`src/rtl/pkt_addr_alloc.sv`:
```
// pkt_addr_alloc: ingress buffer-address allocator. Pops addresses from an
// internal circular free list for each accepted header, pushes returned
// addresses back, and hands header plus address to the scheduler as a
// one-cycle enqueue pulse.
module pkt_addr_alloc #(
    parameter int DWIDTH   = 32,
    parameter int NUM_ADDR = 16,
    parameter int HDR_W    = 64
) (
    input  logic                      clk,
    input  logic                      rst,
    output logic                      ready,
    input  logic                      in_valid,
    output logic                      in_ready,
    input  logic                      in_ugr,
    input  logic [HDR_W-1:0]          in_pkt_info,
    input  logic                      sched_rdy,
    output logic                      out_enque_en,
    output logic                      out_ugr_en,
    output logic [HDR_W-1:0]          out_pkt_info,
    output logic [DWIDTH-1:0]         out_data,
    input  logic                      free_valid,
    input  logic [DWIDTH-1:0]         free_addr,
    output logic [$clog2(NUM_ADDR):0] free_cnt,
    output logic                      free_err
);

    localparam int AW = $clog2(NUM_ADDR);
    localparam logic [AW:0]   FULL_CNT = (AW+1)'(NUM_ADDR);
    localparam logic [AW:0]   ONE_CNT  = (AW+1)'(1);
    localparam logic [AW-1:0] ONE_PTR  = AW'(1);
    localparam logic [AW-1:0] LAST_IDX = AW'(NUM_ADDR - 1);

    typedef enum logic {ST_INIT, ST_RUN} state_t;

    state_t        state_q, state_d;
    logic [AW-1:0] mem [NUM_ADDR];
    logic [AW-1:0] rd_ptr;
    logic [AW-1:0] wr_ptr;      // doubles as the init counter k
    logic          init_we;
    logic          init_last;
    logic          alloc;
    logic          push;
    logic          err_set;
    logic          addr_oor;
    logic          mem_we;
    logic [AW-1:0] mem_wdata;

    assign init_last = (wr_ptr == LAST_IDX);
    assign addr_oor  = |(free_addr >> AW);
    assign ready     = (state_q == ST_RUN);

    // Next-state and per-cycle control decode from registered state.
    always_comb begin
        // NOTE: every output of this block gets a default first so no path leaves it unassigned, which would infer a latch.
        state_d  = state_q;
        init_we  = 1'b0;
        in_ready = 1'b0;
        alloc    = 1'b0;
        push     = 1'b0;
        err_set  = 1'b0;
        case (state_q)
            ST_INIT: begin
                init_we = 1'b1;
                err_set = free_valid;
                if (init_last) state_d = ST_RUN;
            end
            ST_RUN: begin
                // No same-cycle bypass: an empty list blocks ingress even if a free arrives.
                in_ready = sched_rdy & (free_cnt != '0);
                alloc    = in_valid & in_ready;
                if (free_valid) begin
                    if (free_cnt == FULL_CNT) err_set = 1'b1;
                    else                      push    = 1'b1;
                    if (addr_oor)             err_set = 1'b1;
                end
            end
        endcase
    end

    assign mem_we    = (init_we | push) & ~rst;
    assign mem_wdata = init_we ? wr_ptr : free_addr[AW-1:0];

    // Free-list storage write port (identity fill during init, returns in run).
    always_ff @(posedge clk) begin
        // NOTE: the storage array is deliberately not reset; the init sequence rewrites every entry before use.
        if (mem_we) mem[wr_ptr] <= mem_wdata;
    end

    // State, pointers, count, error flag and the registered scheduler outputs.
    always_ff @(posedge clk) begin
        if (rst) begin
            // NOTE: sequential state uses non-blocking assignments so all registers update from pre-edge values.
            state_q      <= ST_INIT;
            rd_ptr       <= '0;
            wr_ptr       <= '0;
            free_cnt     <= '0;
            free_err     <= 1'b0;
            out_enque_en <= 1'b0;
            out_ugr_en   <= 1'b0;
            out_data     <= '0;
            out_pkt_info <= '0;
        end else begin
            state_q      <= state_d;
            out_enque_en <= alloc;
            out_ugr_en   <= alloc & in_ugr;
            if (alloc) begin
                out_data     <= DWIDTH'(mem[rd_ptr]);
                out_pkt_info <= in_pkt_info;
                rd_ptr       <= rd_ptr + ONE_PTR;
            end
            if (init_we || push) wr_ptr <= wr_ptr + ONE_PTR;
            if (init_we && init_last)  free_cnt <= FULL_CNT;
            else if (alloc && !push)   free_cnt <= free_cnt - ONE_CNT;
            else if (push && !alloc)   free_cnt <= free_cnt + ONE_CNT;
            if (err_set) free_err <= 1'b1;
        end
    end

endmodule

```
`config.mk`:
```
export PLATFORM = sky130hd
export DESIGN_NAME = pkt_addr_alloc
export DESIGN_NICKNAME = d
export VERILOG_FILES = /design/src/rtl/pkt_addr_alloc.sv
export SDC_FILE = /design/constraint.sdc
export NUM_CORES = 1
export LEC_CHECK = 0
export CORE_MARGIN = 1.5
export CORE_UTILIZATION = 41
export CTS_CLUSTER_SIZE = 24
export DETAILED_ROUTE_END_ITERATION = 7
export PLACE_DENSITY_LB_ADDON = 0.1
export SLEW_MARGIN = 20
export SYNTH_ARGS = -nofsm -noshare
export SYNTH_HDL_FRONTEND = slang
export SYNTH_SLANG_ARGS = --single-unit
```
`constraint.sdc`:
```
create_clock -name clk -period 2.8 [get_ports clk]
set_input_delay 0.56 -clock clk [delete_from_list [all_inputs] [get_ports clk]]
set_output_delay 0.56 -clock clk [all_outputs]
set_load 0.05 [all_outputs]
```
# After elaboration in Yosys (flattened, before gate mapping)
# Memories as Yosys holds them, arrays and structs flattened. A register that Yosys moved wholly into a read port is not among the register bits.
# Index checks and enable logic that the tools add are counted.
[op_classes]
n_addsub = 4
n_eq_ne = 2
mux = 18
n_bitwise = 7
n_reduce_logical = 11
[op_table]
columns = ["op", "count"]
rows = [
  ["$reduce_or 28->1", 1],
  ["$mux 5", 3],
  ["$mux 1", 13],
  ["$add 4x1->4 const B", 2],
  ["$add 5x1->5 const B", 1],
  ["$eq 5x5->1 const B", 1],
  ["$reduce_bool 5->1", 1],
  ["$sub 5x1->5 const B", 1],
  ["$and 1x1->1", 4],
  ["$eq 4x4->1 const B", 1],
  ["$mux 4", 1],
  ["$logic_and 1x1->1", 3],
  ["$reduce_bool 3->1", 1],
  ["$logic_not 1->1", 2],
  ["$not 1->1", 2],
  ["$pmux 1 s2", 1],
  ["$reduce_bool 2->1", 1],
  ["$reduce_or 2->1", 1],
  ["$logic_or 1x1->1", 1],
  ["$or 1x1->1", 1],
]
[totals]
register_bits = 81
mem_bits_rw = 64
in_bits = 102
elab_cells = 52
memories = 1
[memory_table]
columns = ["memory", "depth", "width", "rd", "rd_clocked_by_memory_dff", "write_ports", "line", "rtl"]
rows = [
  ["mem", 16, 4, 1, 1, 1, "37", "logic [AW-1:0] mem [NUM_ADDR];"],
]

# Longest topological paths before layout
# Gate-level depths: netlist (run 1).
[depth]
depth_word = 9
depth_mapped = 13
mapped_depth_nobuf = 10

# Worst setup path before layout (run 1)
# No wires, ideal clock.
[synth_timing]
path_kind = "reg-to-reg"
startpoint = "reg free_cnt[1]"
endpoint = "reg free_cnt[2]"
setup_time_ps = 70
arrival_time_ps = 3007
setup_slack_ps = -277
path_stages_with_launch = 14
path_buffers = 3
synth_period_minus_slack_ps = 3077
path_cell_list = "dfxtp_1 buf_6 or4_4 o21ai_4 inv_2 clkbuf_1 ha_1 buf_2 xor2_1 ha_1 a31oi_1 xor2_1 or3_1 a21oi_1"
[synth_via]
elab_chain_cells = 7
word_cells_on_any_way = 17
cone_classes = "2 x add/sub; 1 x eq/ne; 6 x mux; 2 x bitwise; 6 x reduce/logical"
[synth_lines]
columns = ["element", "line", "rtl"]
rows = [
  ["start: declaration", "24", "output logic [$clog2(NUM_ADDR):0] free_cnt,"],
  ["start signal: assignment", "114", "else if (alloc && !push) free_cnt <= free_cnt - ONE_CNT;"],
  ["start signal: assignment", "115", "else if (push && !alloc) free_cnt <= free_cnt + ONE_CNT;"],
  ["$reduce_bool 5->1 (*)", "70", "in_ready = sched_rdy & (free_cnt != '0);"],
  ["$and 1x1->1 (*)", "70", ""],
  ["$and 1x1->1 (*)", "71", "alloc = in_valid & in_ready;"],
  ["$mux 1 (*)", "62", "case (state_q)"],
  ["named net alloc", "42", "logic alloc;"],
  ["$logic_not 1->1", "115", ""],
  ["$logic_and 1x1->1", "115", ""],
  ["$reduce_bool 2->1 (no line)", "n/a", ""],
]
# Mark *: on every way through the listed nets, which the timed path passes. The rest lies on a longest branch. The select of a mux whose other input is x is not followed.
# A chain may end at the register's enable or synchronous reset.

# Worst setup path in the final report (run 1)
[layout_timing]
startpoint = "reg free_cnt[1]"
endpoint = "reg free_cnt[2]"
[layout_via]
elab_chain_cells = 7
word_cells_on_any_way = 17
cone_classes = "2 x add/sub; 1 x eq/ne; 6 x mux; 2 x bitwise; 6 x reduce/logical"
[layout_lines]
columns = ["element", "line"]
rows = [
  ["$eq 5x5->1 / $reduce_bool 5->1 (equally long branches)", "73, 70"],
  ["$mux 1 / $and 1x1->1 (equally long branches)", "73, 70"],
  ["$mux 1 / $and 1x1->1 (equally long branches)", "72, 71"],
  ["$mux 1", "62"],
  ["$logic_not 1->1, on equally long branches", "114, 115"],
  ["$logic_and 1x1->1, on equally long branches", "114, 115"],
  ["$mux 5 / $reduce_bool 2->1 (equally long branches)", "n/a"],
]
# Several ways; a longest one is shown, not always the timed one. The select of a mux whose other input is x is not followed.

==> impl_metrics.py, run 1 <==
metrics = {
    "run_status": {
        "status": "completed",
    },
    "setup_path": {
        "r2r_setup_slack_ps": 230,
        "cpMostUsedCell": "xor2_1",
        "cp-startpoint": "free_cnt[1]$_SDFFE_PP0P_",
        "crit_family": "simple AND/OR/NAND/NOR gates",
        "cp.required_ps": 3140,
        "cp_data_arrival_time_ps": 2910,
        "crit_fanout": 10,
        "slowest_delay_ps": 560,
        "slowest_stage": "or4_4",
        "critPathCapture": "free_cnt[2]$_SDFFE_PP0P_",
        "r2r_start": "free_cnt[1]$_SDFFE_PP0P_",
        "crit_type": "reg -> reg",
        "timing.rr.end": "free_cnt[2]$_SDFFE_PP0P_",
        "crit_path_start_kind": "register",
        "cp_cell_sequence": "or4_4 > o21ai_4 > inv_2 > ha_4 > xor2_1 > ha_1 > a31oi_1 > xor2_1 > or3_1 > a21oi_1",
        "cp.depth": 10,
        "critical_path_buf_inv_count": 1,
        "ff2ff_path_depth": 10,
        "endpoint_kind": "register",
    },
    "cts": {
        "root_buffer": "clkbuf_16",
        "clock_path_buffers": 2,
        "cts-buffers-inserted": 17,
        "clk_pin_slew_ps": 60,
        "clock-sinks": 149,
        "cts_tree": "yes",
        "cts-htree-levels": 4,
        "worst_skew_pair.late_latency_ps": 420,
        "cts_resized": 0,
        "cts_hold_buffers": 0,
        "postCtsSetupBuffers": 0,
    },
    "floorplan": {
        "die_area_um2": 15700,
        "dieHeight_um": 125,
        "boundaryPins": 208,
        "row_count": 44,
        "core_area_um2": 14500,
        "die_w_um": 125,
        "initial_core_util_pct": 42.1,
    },
    "final_layout": {
        "stdcell_count": 952,
        "antennaDiodeCount": 0,
        "drive_gt1_share_pct": 10.4,
        "syn_to_final_growth_pct": 41.6,
        "final_net_count": 865,
    },
    "logic_synthesis": {
        "synth-seq-cells": 149,
        "yosys-top-cells-count": "143 x nand2_1, 85 x dfxtp_1, 82 x a21oi_1",
        "ys_warn_count": 0,
        "postSynthAreaPerCell_um2": 10.7,
        "synth.top_cell.area_share_pct": 31.4,
        "synth_top_area_cell": "edfxtp_1",
        "synth_cell_type_count": 46,
        "netlist_area_um2": 6120,
        "synthCells": 575,
        "synth_edf_count": 64,
        "synthMostInstantiatedCell": "nand2_1",
        "synthArstFlopShare_pct": 0,
        "seq_area_frac_synth_pct": 59.2,
        "yosys-top-cells-area": "edfxtp_1 31%, dfxtp_1 28%, nand2_1 8.8%",
        "synth-main-ff-cell": "dfxtp_1",
    },
    "min_path": {
        "hold_depth": 2,
        "min_path_type": "reg -> reg",
    },
    "placed_design": {
        "io_buffers": 179,
        "hpwlAfterDp_mm": 10.9,
        "gp_congestion": 0.824,
        "pre_cts_ws_ps": 70.3,
        "placed_cells": 920,
    },
    "power_and_ir_drop": {
        "p_leak_nw": 3.00,
        "vdd_drop_max_v": 0.000439,
        "power.density_nw_per_um2": 592,
    },
    "drt": {
        "ant_nets": 0,
        "finalWirelength_mm": 15.7,
        "dr.pass1.iters": 4,
        "wl_per_cell_um": 16.5,
        "vias": 4686,
        "drc": 0,
        "drtIter0Drc": 342,
        "routed_via_density": 4.92,
    },
    "timing": {
        "rsz0062_at_grt": "false",
        "tightest_slew_ps": 868,
        "max_freq_mhz": 390,
        "min_period_ps": 2570,
        "relSlewSlack_pct": 42.1,
        "whs_ps": 451,
        "final_hold_viol_count": 0,
        "fin_crit_sh_pct": 91.7,
        "finClkSkew_ps": 7.48,
        "setup_viol": 0,
        "slew_violations": 0,
        "fin_ws_ps": 234,
    },
    "grt": {
        "grt_usage_pct": 20.3,
        "grt_pass1_wl_mm": 24.7,
        "antenna_found_initial": 0,
        "grt_overflow": 0,
        "grt_max_degree": 82,
        "grt_pass1_vias": 4526,
    },
    "flow_run": {
        "maxCapViolations": 0,
    },
}
-- tightest hold or removal path: cells and delay by family, from the launching register on --
family | cells | cell delay [ps]
DFF | 1 | 300
AOI/OAI and AO/OA | 1 | 50
and+or+nand+nor | 1 | 50
-- routing by layer --
layer / global-route usage (%) / vias to the layer above / part of all wire (%)
li1: - / 2316 / -
met5: 0 / - / 0
met4: 6.68 / 0 / 1.7
met2: 33.6 / 164 / 49
met3: 5.91 / 21 / 6.0
met1: 25.5 / 2185 / 44
-- cell families (layout without fill, tap and decap cells) --
| kind of cell | after synthesis | count (layout) | synth area share, % |
|---|---|---|---|
| and+or+nand+nor | 210 | 210 | 14.4 |
| DFF | 149 | 149 | 59.2 |
| AOI/OAI and AO/OA | 111 | 111 | 10.4 |
| buffers and inverters | 68 | 234 | 6.62 |
| muxes | 19 | 19 | 6.41 |
| xor gates and xnor gates | 9 | 9 | 1.29 |
| adders and majority gates | 8 | 8 | 1.63 |
| other | 1 | 28 | 0.0612 |
-- layout make-up --
| class | count | area [um2] |
|---|---|---|
| inverters | 5 | 18.8 |
| fillers | 1194 | 5860 |
| flip-flops and latches | 149 | 3630 |
| well taps | 184 | 230 |
| multi-input cells | 385 | 2210 |
| repair buffers | 197 | 1920 |
| clock inverters | 14 | 221 |
| clock buffers | 18 | 439 |
-- placed cells by master (no fill, tap or decap), types with 3 or more instances in the layout --
cell type,netlist,final
clkdlybuf4s50_1,0,177
nand2_1,143,143
a21oi_1,82,82
dfxtp_1,85,81
edfxtp_1,64,64
nor2_1,30,30
conb_1,1,28
buf_4,35,19
clkbuf_16,0,17
mux4_2,16,16
a22oi_1,8,8
nor3_1,7,7
ha_1,8,7
nor4_1,6,6
xor2_1,5,5
bufinv_16,0,5
inv_1,4,4
nand2b_1,4,4
a31oi_1,4,4
xnor2_1,4,4
inv_6,0,4
o21ai_0,5,3
nor2b_1,3,3
nand4_1,3,3
clkinvlp_4,0,3
dfxtp_2,0,3
-- stage by stage --
stage               cell area, um2  total power, mW  utilization, %  TNS, ps
floorplan                     6260             2.52               -    -41.6
global placement              8010             2.67            55.1        0
detailed placement            8010             2.68            55.1        0
CTS                           8670             5.18            59.7        0
global route                  8670             5.30            59.7        0
finish                        8670             5.13            59.7        0
-- state kept, by name, summed over array words and instances (netlist names) --
register      cells
wr_ptr            4
out_data          4
free_cnt          5
rd_ptr            4
ready             1
mem              64
free_err          1
out_ugr_en        1
out_enque_en      1
out_pkt_info     64
-- power by group --
part / switching (mW) / leakage [nW] / total [mW] / internal [mW]
clock: 0.881 / 0.314 / 2.50 / 1.61
sequential: 0.0118 / 1.28 / 2.30 / 2.29
combinational: 0.179 / 1.40 / 0.334 / 0.155
total: 1.07 / 3.00 / 5.13 / 4.06
-- worst min path at each step --
stage / startpoint / end
after floorplan: wr_ptr[1]$_SDFFE_PP0N_ / wr_ptr[1]$_SDFFE_PP0N_
after global placement: out_pkt_info[37]$_SDFFE_PP0P_ / out_pkt_info[37]$_SDFFE_PP0P_
after detailed placement: out_pkt_info[39]$_SDFFE_PP0P_ / out_pkt_info[39]$_SDFFE_PP0P_
after CTS: out_pkt_info[39]$_SDFFE_PP0P_ / out_pkt_info[39]$_SDFFE_PP0P_
after global routing: out_pkt_info[17]$_SDFFE_PP0P_ / out_pkt_info[17]$_SDFFE_PP0P_
final: out_pkt_info[61]$_SDFFE_PP0P_ / out_pkt_info[61]$_SDFFE_PP0P_
Power figures use the tool's default switching activity.
==> run 2, diff against run 1 <==
ABC_AREA = 1   (was default)
==> run 2 against run 1 <==
The flow now finishes with violations (design-rule violations). Sequential share of layout area rose by 0.47 points. Routed wire length rose by 5.8%. Flip-flop and latch count did not move. Critical path depth fell by 9. Worst setup slack improved by 69 ps. Fmax rose by 2.8%. Final cell count rose by 10%. Worst hold slack got worse by 19 ps. Largest cell class unchanged. Highest routed layer unchanged.
==> impl_metrics.py, run 2 <==
metrics = {
    "setup_path": {
        "cp-startpoint": "ready$_SDFF_PP0_",
        "cp_cell_sequence": "clkdlybuf4s50_1",
        "crit_family": "buffers and inverters",
        "cp_data_arrival_time_ps": 1940,
        "slowest_stage": "clkdlybuf4s50_1",
        "crit_fanout": 15,
        "cp.required_ps": 2240,
        "slowest_delay_ps": 900,
        "critical_path_buf_inv_count": 1,
        "crit_type": "reg -> out",
        "crit_path_start_kind": "register",
        "endpoint_kind": "primary output",
        "r2r_start": "ready$_SDFF_PP0_",
    },
    "placed_design": {
        "hpwlAfterDp_mm": 11.7,
        "gp_congestion": 0.846,
        "io_buffers": 179,
        "placed_cells": 1019,
    },
    "power_and_ir_drop": {
        "power.density_nw_per_um2": 550,
        "p_total_mw": 4.71,
        "pwr-share-clk_pct": 44.3,
        "swShare_pct": 21.2,
        "vdd_drop_max_v": 0.000395,
        "pwr-share-seq_pct": 48.8,
        "p_int_mw": 3.71,
        "switching_power_mw": 0.997,
        "pwr-share-comb_pct": 6.9,
        "p_leak_nw": 3.07,
    },
    "timing": {
        "rsz0062_at_grt": "false",
        "whs_ps": 432,
        "final_hold_viol_count": 0,
        "tightest_slew_ps": 868,
        "finClkSkew_ps": 15.9,
        "slew_violations": 0,
        "max_freq_mhz": 400,
        "min_period_ps": 2500,
        "fin_setup_tns_ps": 0,
        "fin_crit_sh_pct": 89.2,
        "setup_viol": 0,
        "relSlewSlack_pct": 42.1,
    },
    "grt": {
        "grt_usage_pct": 21.2,
        "grt_overflow": 0,
        "antenna_found_initial": 0,
        "grt_pass1_wl_mm": 26.0,
        "grt_pass1_vias": 5155,
        "grt_max_degree": 70,
    },
    "cts": {
        "cts-buffers-inserted": 17,
        "clk_pin_slew_ps": 60,
        "cts_hold_buffers": 0,
        "cts_resized": 0,
        "postCtsSetupBuffers": 0,
        "clock_path_buffers": 2,
        "root_buffer": "clkbuf_16",
        "cts-htree-levels": 4,
        "clock-sinks": 149,
        "worst_skew_pair.late_latency_ps": 420,
        "cts_tree": "yes",
    },
    "floorplan": {
        "core_area_um2": 14600,
        "dieHeight_um": 126,
        "boundaryPins": 208,
        "die_area_um2": 15800,
        "row_count": 44,
        "initial_core_util_pct": 42.3,
        "die_w_um": 126,
    },
    "run_status": {
        "status": "finished with violations",
        "violations": "design-rule violations",
    },
    "logic_synthesis": {
        "postSynthAreaPerCell_um2": 9.09,
        "seq_area_frac_synth_pct": 58.5,
        "synth_cell_type_count": 29,
        "synthMostInstantiatedCell": "nand2_1",
        "synth_edf_count": 64,
        "synthArstFlopShare_pct": 0,
        "synth-compound-area-share_pct": 12.4,
        "synth.top_cell.area_share_pct": 31.0,
        "ys_warn_count": 0,
        "synth-xor-area-share_pct": 0.566,
        "yosys-top-cells-area": "edfxtp_1 31%, dfxtp_1 27%, nand2_1 9.8%",
        "synth_mux_area_share_pct": 0,
        "netlist_area_um2": 6190,
        "yosys-top-cells-count": "161 x nand2_1, 85 x dfxtp_1, 76 x a21oi_1",
        "synthSimpleGateAreaFrac_pct": 18.8,
        "synth_top_family_by_area": "simple AND/OR/NAND/NOR gates",
        "synthAdderAreaFrac_pct": 1.62,
        "synthCells": 681,
        "synth_top_area_cell": "edfxtp_1",
        "synth-main-ff-cell": "dfxtp_1",
        "synth-seq-cells": 149,
    },
    "final_layout": {
        "top_regs": "mem x64, out_pkt_info x64, free_cnt x5",
        "drive_gt1_share_pct": 6.00,
        "antennaDiodeCount": 0,
        "final_core_util_pct": 58.4,
        "layout_common_cells": "177 x clkdlybuf4s50_1, 161 x nand2_1, 85 x dfxtp_1",
        "final_common_cell": "clkdlybuf4s50_1",
        "final_net_count": 964,
        "nFillCells": 1293,
        "syn_to_final_growth_pct": 38.2,
        "stdcell_count": 1050,
    },
    "flow_run": {
        "maxCapViolations": 0,
    },
    "drt": {
        "wl_per_cell_um": 15.8,
        "finalWirelength_mm": 16.6,
        "drc": 5,
        "routed_via_density": 4.97,
        "vias": 5223,
        "dr.pass1.iters": 8,
        "ant_nets": 0,
        "drtIter0Drc": 376,
    },
    "min_path": {
        "min_path_type": "in -> reg",
        "hp-start": "rst",
    },
}
==> run 2: cell types whose count changed after synthesis, sizes merged, moves of 4 or more <==
cell    before  now
nor2        30   78
o21ai        6   46
inv          5   31
nand3        2   24
nand2      143  162
mux4        16    0
o211ai       0   16
a22oi        8    0
a21oi       82   76
a31oi        4    0
nand2b       4    0
o221ai       0    4
==> run 2: layout make-up <==
class,count,area (um2),area share (%)
Clock buffer,27,528,6.17
Clock inverter,4,20.0,0.234
Multi-Input combinational cell,464,2170,25.3
Tap cell,184,230,2.69
Timing Repair Buffer,190,1870,21.8
Inverter,32,120,1.40
Sequential cell,149,3620,42.4
==> run 2: worst paths after layout <==
path	to	slack [ps]	depth (start not counted)
max	ready	300	1
min	rd_ptr[3]$_SDFFE_PP0P_	430	2
max reg2reg	out_pkt_info[55]$_SDFFE_PP0P_	580	8
min reg2reg	free_err$_SDFFE_PP0P_	450	2
==> run 2: logic make-up (layout without fill, tap and decap cells) <==
group / count (synthesis) / in the layout
compound gates: 142 / 142
xor+xnor: 4 / 4
fa+ha+maj: 8 / 8
buf+inv: 95 / 253
flops: 149 / 149
other cells: 1 / 28
simple gates: 282 / 282
==> run 2: power by group through the flow <==
| stage | clock network, mW | registers (mW) | logic (mW) |
|---|---|---|---|
| after global routing | 2.21 | 2.30 | 0.347 |
| after global placement | 0 | 2.34 | 0.322 |
| after detailed placement | 0 | 2.34 | 0.325 |
| final | 2.09 | 2.30 | 0.324 |
| after floorplan | 0 | 2.34 | 0.173 |
| after CTS | 2.13 | 2.30 | 0.326 |
==> run 2: stage by stage <==
stage | area (um2) | setup WS [ps]
floorplan | 6290 | 376
global placement | 8010 | 298
detailed placement | 8010 | 242
CTS | 8560 | 269
global route | 8560 | 209
finish | 8560 | 303
==> run 2: metal layers <==
layer  GRT usage [%]  up-vias  routed length (um)
li1                -     2578                   -
met1            24.6     2400                6730
met2            36.5      220                8180
met3            6.58       25                1400
met4            8.99        0                 310
met5               0        -                   0
==> run 2: worst register-to-register path, cell delays in order, from the launching register on <==
cell	delay [ps]
dfxtp_1	610
nand2_1	130
inv_2	90
nand2_2	80
nor2_4	90
buf_4	410
buf_4	470
nand2_1	130
a21oi_1	130
==> run 3, diff against run 2 <==
CORE_UTILIZATION = 46   (was 41)
clock period = 2.49 ns   (was 2.8 ns; I/O delays follow)
==> run 3 against run 2 <==
Routed wire length decreased by 0.23%. Critical path depth increased by 1. Final cell count decreased by 0.19%. Global-route usage increased by 2.7 points. Flip-flop and latch count unchanged. Register-to-register slack got worse by 180 ps. Largest cell class unchanged. Sequential share of layout area decreased by 0.66 points. Via count increased by 1.7%. The flow now finishes without violations. Non-clock buffer count increased by 5. Highest routed layer unchanged. Clock power increased by 31%. Worst hold slack got worse by 55 ps. Total power increased by 21%.
==> impl_metrics.py, run 3 (synthesis gave the netlist of run 2 again) <==
metrics = {
    "setup_path": {
        "cp_data_arrival_time_ps": 1760,
        "r2r_setup_slack_ps": 400,
        "crit_fanout": 14,
        "timing.rr.end": "free_cnt[4]$_SDFFE_PP0P_",
        "endpoint_kind": "primary output",
        "ff2ff_path_depth": 13,
        "crit_path_start_kind": "register",
        "r2r_start": "free_cnt[0]$_SDFFE_PP0P_",
        "cp.required_ps": 1990,
        "cp-startpoint": "ready$_SDFF_PP0_",
        "crit_type": "reg -> out",
    },
    "power_and_ir_drop": {
        "p_leak_nw": 3.14,
        "pwr-share-comb_pct": 6.5,
        "switching_power_mw": 1.16,
        "power.density_nw_per_um2": 654,
        "vdd_drop_max_v": 0.000445,
        "pwr-share-seq_pct": 45.4,
        "p_int_mw": 4.53,
        "swShare_pct": 20.3,
        "p_total_mw": 5.69,
        "pwr-share-clk_pct": 48.1,
    },
    "timing": {
        "fin_crit_sh_pct": 90.9,
        "slew_violations": 0,
        "fin_setup_tns_ps": 0,
        "finClkSkew_ps": 6.32,
        "final_hold_viol_count": 0,
        "relSlewSlack_pct": 47.7,
        "fin_ws_ps": 227,
        "max_freq_mhz": 442,
        "setup_viol": 0,
        "min_period_ps": 2260,
        "rsz0062_at_grt": "false",
        "tightest_slew_ps": 779,
    },
    "cts": {
        "cts_hold_buffers": 0,
        "postCtsSetupBuffers": 0,
        "cts_resized": 0,
        "clk_pin_slew_ps": 60,
        "cts-buffers-inserted": 17,
        "clock_path_buffers": 2,
        "root_buffer": "clkbuf_16",
        "worst_skew_pair.late_latency_ps": 420,
        "cts-htree-levels": 4,
        "clock-sinks": 149,
        "cts_tree": "yes",
    },
    "flow_run": {
        "maxCapViolations": 0,
    },
    "grt": {
        "grt_pass1_wl_mm": 26.3,
        "grt_max_degree": 69,
        "grt_pass1_vias": 5228,
        "antenna_found_initial": 0,
        "grt_usage_pct": 24.0,
        "grt_overflow": 0,
    },
    "final_layout": {
        "final_net_count": 969,
        "multi_input_area_um2": 2170,
        "layout_common_cells": "177 x clkdlybuf4s50_1, 161 x nand2_1, 85 x dfxtp_1",
        "regArea_um2": 3620,
        "antennaDiodeCount": 0,
        "top_regs": "mem x64, out_pkt_info x64, free_cnt x5",
        "final_common_cell": "clkdlybuf4s50_1",
        "final_core_util_pct": 65.9,
        "drive_gt1_share_pct": 6.54,
        "syn_to_final_growth_pct": 40.4,
        "nFillCells": 1062,
    },
    "min_path": {
        "min_path_type": "in -> reg",
        "hold_depth": 2,
        "hp-start": "rst",
        "whs_endpoint": "ready$_SDFF_PP0_",
    },
    "placed_design": {
        "hpwlAfterDp_mm": 11.7,
        "gp_congestion": 0.817,
        "pre_cts_ws_ps": 28.1,
        "io_buffers": 179,
    },
    "drt": {
        "routed_via_density": 5.07,
        "dr_wl_met2_mm": 8.33,
        "ant_nets": 0,
        "wl_per_cell_um": 15.8,
        "drc": 0,
        "vias": 5312,
        "top_layer": "met4",
        "finalWirelength_mm": 16.6,
        "wl_met3_mm": 1.44,
        "dr.pass1.iters": 5,
        "drtIter0Drc": 329,
        "route.layer.met1.wl_mm": 6.44,
    },
    "floorplan": {
        "dieHeight_um": 119,
        "row_count": 42,
        "die_w_um": 119,
        "initial_core_util_pct": 46.9,
        "core_area_um2": 13200,
        "boundaryPins": 208,
        "die_area_um2": 14200,
    },
    "run_status": {
        "status": "completed",
    },
}
[run 3: routing by layer]
layer  vias up  track usage (%)
met1      2505             27.3
met4         0             9.19
li1       2588                -
met3        28             9.67
met2       191             40.3
met5         -                0
[run 3: critical path, cell delays in order (launching register included)]
cell and delay [ps]:
dfxtp_1 330, buf_4 190, clkdlybuf4s50_1 830
[run 3: layout make-up]
| type | count | area share (%) |
|---|---|---|
| tap | 176 | 2.53 |
| clock inverter | 11 | 2.09 |
| sequential | 149 | 41.7 |
| multi-input combinational | 464 | 24.9 |
| inverter | 32 | 1.38 |
| timing repair buffer | 195 | 22.2 |
| clock buffer | 21 | 5.18 |
[run 3: worst max-delay path by stage]
stage,endpoint,depth (start not counted)
floorplan,free_cnt[4]$_SDFFE_PP0P_,15
global placement,free_cnt[4]$_SDFFE_PP0P_,15
detailed placement,free_cnt[4]$_SDFFE_PP0P_,15
CTS,ready,2
global route,ready,2
finish,ready,2
[run 3: power by group through the flow]
stage                     combinational [mW]  sequential [mW]  clock, mW
after floorplan                        0.194             2.64          0
after global placement                 0.363             2.63          0
after detailed placement               0.367             2.63          0
after CTS                              0.368             2.58       2.78
after global routing                   0.390             2.58       2.89
final                                  0.368             2.58       2.73
[run 3: through the flow]
| stage | cell area (um2) | instances | hold slack, ps |
|---|---|---|---|
| finish | 8690 | 1048 | 378 |
| global route | 8690 | 1048 | 383 |
| CTS | 8690 | 1048 | 361 |
| detailed placement | 8060 | 1016 | 449 |
| global placement | 8060 | 1016 | 445 |
| floorplan | 6290 | 708 | 466 |
